[src/rtl/coeff_loader.sv]
// Write side of the FIR coefficient memory: packs received UART bytes (MSB byte first)
// into coefficients and writes them to sequential addresses, reporting done or timeout.
module coeff_loader #(
    parameter int COEFF_COUNT    = 64,
    parameter int COEFF_WIDTH    = 16,
    parameter int TIMEOUT_CYCLES = 100000,
    localparam int ADDR_W = (COEFF_COUNT > 1) ? $clog2(COEFF_COUNT) : 1,
    localparam int NBYTES = (COEFF_WIDTH + 7) / 8
) (
    input  logic                   clock,
    input  logic                   reset,
    input  logic                   start,
    input  logic [7:0]             rx_data,
    input  logic                   rx_valid,
    output logic                   wr_en,
    output logic [ADDR_W-1:0]      wr_addr,
    output logic [COEFF_WIDTH-1:0] wr_data,
    output logic                   busy,
    output logic                   done,
    output logic                   loaded,
    output logic                   error,
    output logic [1:0]             dbg_state
);

    localparam int ASM_W = NBYTES * 8;
    localparam int CNT_W = (NBYTES > 1) ? $clog2(NBYTES) : 1;
    localparam int TMR_W = (TIMEOUT_CYCLES > 1) ? $clog2(TIMEOUT_CYCLES) : 1;

    localparam logic [CNT_W-1:0]  LAST_BYTE  = CNT_W'(NBYTES - 1);
    localparam logic [ADDR_W-1:0] LAST_INDEX = ADDR_W'(COEFF_COUNT - 1);
    localparam logic [TMR_W-1:0]  LAST_TICK  = TMR_W'(TIMEOUT_CYCLES - 1);

    typedef enum logic [1:0] {
        IDLE = 2'd0,
        LOAD = 2'd1,
        DONE = 2'd2
    } state_t;

    state_t            state;
    logic [ADDR_W-1:0] index;
    logic [CNT_W-1:0]  byte_cnt;
    logic [TMR_W-1:0]  timer;
    logic [ASM_W-1:0]  asm_reg;
    logic [ASM_W-1:0]  asm_next;

    // Handshake: rx_valid is a one-cycle strobe with no ready/backpressure; every strobe
    // seen in LOAD is consumed that same cycle, outside LOAD it is dropped.
    always_comb begin
        asm_next = (asm_reg << 8) | ASM_W'(rx_data);
    end

    assign dbg_state = state;

    always_ff @(posedge clock) begin
        if (reset) begin
            state    <= IDLE;
            index    <= '0;
            byte_cnt <= '0;
            timer    <= '0;
            asm_reg  <= '0;
            wr_en    <= 1'b0;
            wr_addr  <= '0;
            wr_data  <= '0;
            busy     <= 1'b0;
            done     <= 1'b0;
            loaded   <= 1'b0;
            error    <= 1'b0;
        end else begin
            wr_en <= 1'b0;
            done  <= 1'b0;
            case (state)
                IDLE: begin
                    if (start) begin
                        state    <= LOAD;
                        busy     <= 1'b1;
                        index    <= '0;
                        byte_cnt <= '0;
                        timer    <= '0;
                        asm_reg  <= '0;
                        loaded   <= 1'b0;
                        error    <= 1'b0;
                    end
                end
                LOAD: begin
                    if (rx_valid) begin
                        asm_reg <= asm_next;
                        timer   <= '0;
                        if (byte_cnt == LAST_BYTE) begin
                            // Excess high bits of the first byte fall off here.
                            byte_cnt <= '0;
                            wr_en    <= 1'b1;
                            wr_addr  <= index;
                            wr_data  <= asm_next[COEFF_WIDTH-1:0];
                            if (index == LAST_INDEX) begin
                                state  <= DONE;
                                busy   <= 1'b0;
                                done   <= 1'b1;
                                loaded <= 1'b1;
                            end else begin
                                index <= index + ADDR_W'(1);
                            end
                        end else begin
                            byte_cnt <= byte_cnt + CNT_W'(1);
                        end
                    end else if (TIMEOUT_CYCLES != 0) begin
                        if (timer == LAST_TICK) begin
                            // Abandon the load; any partial coefficient is thrown away.
                            state    <= IDLE;
                            busy     <= 1'b0;
                            error    <= 1'b1;
                            byte_cnt <= '0;
                            asm_reg  <= '0;
                            timer    <= '0;
                        end else begin
                            timer <= timer + TMR_W'(1);
                        end
                    end
                end
                DONE: begin
                    state <= IDLE;
                end
                default: begin
                    state <= IDLE;
                end
            endcase
        end
    end

endmodule

[config.mk]
export PLATFORM = sky130hd
export DESIGN_NAME = coeff_loader
export DESIGN_NICKNAME = d
export VERILOG_FILES = /design/src/rtl/coeff_loader.sv
export SDC_FILE = /design/constraint.sdc
export NUM_CORES = 1
export LEC_CHECK = 0
export CAP_MARGIN = 30
export CORE_MARGIN = 8
export CORE_UTILIZATION = 57
export DETAILED_ROUTE_END_ITERATION = 10
export PLACE_DENSITY = 0.8
export SLEW_MARGIN = 10
export SYNTH_ARGS = -nofsm -noshare
export SYNTH_HDL_FRONTEND = slang
export SYNTH_SLANG_ARGS = --single-unit
[constraint.sdc]
create_clock -name clock -period 5.3 [get_ports clock]
set_input_delay 1.06 -clock clock [delete_from_list [all_inputs] [get_ports clock]]
set_output_delay 1.06 -clock clock [all_outputs]
set_load 0.05 [all_outputs]
=== Word level (Yosys, flattened, before mapping) ===
Index checks and enable logic that the tools add are counted.

* Register bits: 61
* Input bits: 12
* Logic and storage cells: 82
* Output and inout port bits: 29

* Bitwise gates (word level): 4
* $add $sub $neg: 3
* Equal/unequal tests: 13
* Mux-type cells: 38
* Reductions and logical operators: 12

{| class="wikitable"
|+ Operator list
! operator !! count
|-
| 17-bit two-way mux || 3
|-
| 17-bit one-hot mux with 2 select lines || 1
|-
| 6-bit two-way mux || 4
|-
| 8-bit two-way mux || 3
|-
| 17-bit by 1-bit adder with 17-bit output, second input constant || 1
|-
| 17-bit == test, second input constant || 1
|-
| 16-bit by 8-bit bitwise OR with 16-bit output || 1
|-
| 8-bit one-hot mux with 2 select lines || 1
|-
| 1-bit two-way mux || 15
|-
| 5-bit AND reduction || 3
|-
| 2-bit != test, second input constant || 7
|-
| 6-bit one-hot mux with 2 select lines || 1
|-
| 2-bit two-way mux || 5
|-
| 3-bit != test, second input constant || 3
|-
| 1-bit one-hot mux with 2 select lines || 4
|-
| 4-bit AND reduction || 2
|-
| 6-bit by 1-bit adder with 6-bit output, second input constant || 1
|-
| 6-bit == test, second input constant || 1
|-
| 3-bit AND reduction || 2
|-
| 2-bit one-hot mux with 2 select lines || 1
|-
| 4-bit OR reduction || 1
|-
| 1-bit inverter || 3
|-
| 3-bit OR reduction || 1
|-
| 2-bit by 1-bit == test with 1-bit output, second input constant || 1
|-
| other kinds (4) || 4
|}

=== Depth between registers and ports, before layout ===
* Depth in word-level cells: 5
* Mapped depth: 7
* Mapped depth without buffers: 5

=== Worst setup path after synthesis ===
Ideal clock, no wire load.

* Path kind: input to register
* Start: input port start
* End: register timer[9]
* Required time: 5.214 ns
* Library setup time: 0.086 ns
* Path buffers: 1
* Arrival time: 2.148 ns
* Slack: 3.067 ns
* Stages on the path: 5
* Cell sequence: o21bai_1 > or2_2 > clkbuf_1 > or3_1 > a211oi_1

* Cells in the longest elaborated chain, start to end: 2

{| class="wikitable"
|+ RTL lines
! element !! line !! RTL
|-
| start, declared || 12 || <nowiki>input logic start,</nowiki>
|-
| 2-bit != test (no line) || n/a ||
|-
| 2-bit AND reduction (no line) || n/a ||
|-
| end signal, assigned || 115 || <nowiki>timer <= timer + TMR_W'(1);</nowiki>
|-
| end, declared || 42 || <nowiki>logic [TMR_W-1:0] timer;</nowiki>
|}

Every way passes these cells.
A chain may end at the register's enable or synchronous reset.

=== Final worst setup path ===
* Start: register state[0], in the netlist dbg_state[0]
* End: output port dbg_state[0]

{| class="wikitable"
|+ RTL lines
! element !! line !! RTL
|-
| start, declared || 39 || <nowiki>state_t state;</nowiki>
|-
| start signal, assigned || 56 || <nowiki>state <= IDLE;</nowiki>
|-
| start signal, assigned || 74 || <nowiki>state <= LOAD;</nowiki>
|-
| start signal, assigned || 95 || <nowiki>state <= DONE;</nowiki>
|-
| end, declared || 22 || <nowiki>output logic [1:0] dbg_state</nowiki>
|}

No word-level cell between the ends.

==> metrics.yaml <==
critical_path:
  critPathMaxFanout: 11
  cp-start-kind: "flop"
  cp-end-kind: "output port"
  max_stage_delay_ns: 0.87
  path_class: "flop to output port"
  crit_family: "buffers and inverters"
  cp_data_arrival_time_ns: 1.71
  cp_num_buf_inv: 1
  cp_slowest_cell: "clkdlybuf4s50_1"
  cp.required_ns: 4.24
  crit_chain: "clkdlybuf4s50_1"
final_layout:
  final_common_cell: "nand2_1"
  largest_register_ff_count: 17
  insertedDiodeCount: 0
  multiInputGateArea_mm2: 0.00124
  fillers: 348
  drive_above_1_share_pct: 9.25
  syn_to_final_growth_pct: 27.4
  most-common-layout-cells: "62 x nand2_1, 61 x dfxtp_1, 39 x clkdlybuf4s50_1, 32 x a21oi_1, 20 x o21ai_0"
  nNetsFinal: 356
  seq_area_mm2: 0.00122
pwr:
  power.total_w: 0.00105
  p_per_area_mw_per_mm2: 325
  p_clk_share_pct: 48.1
  swShare_pct: 21.2
  p_seq_share_pct: 44.8
  total_leakage_power_nw: 1.05
  p_int_w: 0.000827
  peakVddDrop_mv: 0.243
  p_switching_w: 0.000222
  combPwrFrac_pct: 7.1
clocking:
  cts_resized: 0
  clkLatencyLatePin_ns: 0.33
  post_cts.repair.setup_buffers: 0
  clk_pin_slew_ns: 0.06
  htreeDepth: 3
  cts_buffer_depth: 2
  cts_hold_buf: 0
  root_buffer: "clkbuf_8"
  cts_tree: "built"
  cts_buffers: 9
  cts.sinks: 61
synthesis:
  async_flop_share_pct: 0
  synthesis.area_mm2: 0.00254
  synth_nets: 316
  synth-main-ff-cell: "dfxtp_1"
  ys_ff_latch: 61
  seq_area_frac_synth_pct: 48.1
  synth_edf_count: 0
  yosysWarnings: 0
  syn_area_per_cell_um2: 8.40
  synthCells: 302
  ys_types: 44
job:
  max_cap_violations: 0
drt:
  wire_per_inst_um: 14.6
  wirelength_met1_um: 2550
  drc: 0
  viasPerCell: 5.71
  maxUsedRoutingLayer: "met4"
  ant_nets: 0
  num_vias: 2272
  firstDrtPassIters: 5
  drt_iter0_drc: 160
  wirelength_um: 5790
  wl_met2_um: 2740
  route.met3.wl_um: 465
timing:
  fmax_mhz: 361
  hold_viol: 0
  finalSetupViolCount: 0
  maxSlewViolCount: 0
  slew_headroom_pct: 64.9
  rsz0062_at_grt: "false"
  setup_ws_ns: 2.53
  fin_crit_sh_pct: 52.3
  tightest_slew_ns: 0.525
  fin_skew_ns: 0.00680
  fin_crit_ns: 2.77
  finalSetupTns_ns: 0
grt:
  antenna_found_initial: 0
  grt_pass1_wl_um: 9760
  grt_remaining_overflow: 0
  grt_pass1_vias: 2136
  grt_max_degree: 59
  grtUsageTotal_pct: 18.2
floorplanning:
  ioPinCount: 41
  core_mm2: 0.00432
  std_cell_rows: 24
  die_y_um: 82.7
  start_util_pct: 58.7
  die_x_um: 82.7
  fp.dieArea_mm2: 0.00684
placed_design:
  place_hpwl_um: 3730
  gp_congestion: 0.921
  pre_cts_ws_ns: 2.30
  io_buffer_count: 40
status:
  status: "completed"
hold_path:
  hp-class: "flop to flop"
-- area by class of cell --
cell class / count / area share, %
multi-input combinational: 222 / 38.4
sequential: 61 / 37.8
timing repair buffer: 45 / 13.8
clock buffer: 11 / 4.69
clock inverter: 4 / 2.94
tap: 52 / 2.01
inverter: 3 / 0.349
-- stage by stage --
stage               instances  hold slack [ns]  area, µm²  utilization (%)
floorplan                 302            0.432       2540                -
CTS                       396            0.454       3200             74.1
detailed placement        381            0.446       2960             68.4
global placement          381            0.439       2960             68.4
global route              398            0.477       3230             74.7
finish                    398            0.453       3230             74.7
-- cells in the mapped netlist, types with 2 or more instances --
master / instances / area share (%)
and2_1: 2 / 0.49
a211oi_1: 7 / 2.1
nand4_1: 3 / 0.74
or2_2: 2 / 0.49
and3_1: 2 / 0.49
nand3_1: 11 / 2.2
a32oi_1: 2 / 0.69
nand2_1: 62 / 9.2
nand2b_1: 11 / 2.7
o21ai_0: 20 / 3.9
clkbuf_1: 13 / 1.9
or3_1: 10 / 2.5
and4_2: 2 / 0.79
nor2_1: 6 / 0.89
buf_2: 2 / 0.39
o21a_1: 2 / 0.59
ha_1: 2 / 0.99
nor2b_1: 3 / 0.74
a21oi_1: 32 / 6.3
xor2_1: 3 / 1.0
nor4b_1: 2 / 0.69
nor3_1: 12 / 2.4
inv_1: 3 / 0.44
dfxtp_1: 61 / 48
nand3b_1: 3 / 0.89
nor3b_1: 2 / 0.59
xnor2_1: 4 / 1.4
nor4_1: 2 / 0.49
-- logic make-up after synthesis --
family	Yosys count	synth area share (%)
simple gates	139	27.8
mux	1	0.444
xor+xnor	7	2.42
buf+inv	19	2.91
flops	61	48.1
compound gates	73	17.3
fa+ha+maj	2	0.987
-- routing by layer --
| layer | vias up | GRT usage [%] |
|---|---|---|
| met1 | 1057 | 22.0 |
| met5 | - | 0 |
| met3 | 5 | 6.49 |
| met4 | 0 | 6.21 |
| li1 | 1142 | - |
| met2 | 68 | 29.4 |
-- final timing paths --
kind,startpoint,end,slack (ns),cells past startpoint
hold reg to reg,wr_data[6]$_SDFFE_PP0P_,wr_data[6]$_SDFFE_PP0P_,0.45,2
hold / removal,wr_data[6]$_SDFFE_PP0P_,wr_data[6]$_SDFFE_PP0P_,0.45,2
setup / recovery,dbg_state[0]$_SDFFE_PP0P_,dbg_state[0],2.53,1
setup reg to reg,dbg_state[0]$_SDFFE_PP0P_,timer[13]$_SDFFE_PP0P_,3.38,5
-- power by group through the flow --
stage | logic, W | clock network (W) | registers [W]
floorplan | 0.0000369 | 0 | 0.000489
global placement | 0.0000707 | 0 | 0.000480
detailed placement | 0.0000711 | 0 | 0.000480
CTS | 0.0000717 | 0.000516 | 0.000470
global route | 0.0000807 | 0.000539 | 0.000471
finish | 0.0000745 | 0.000505 | 0.000470
(Power assumes the default switching activity.)
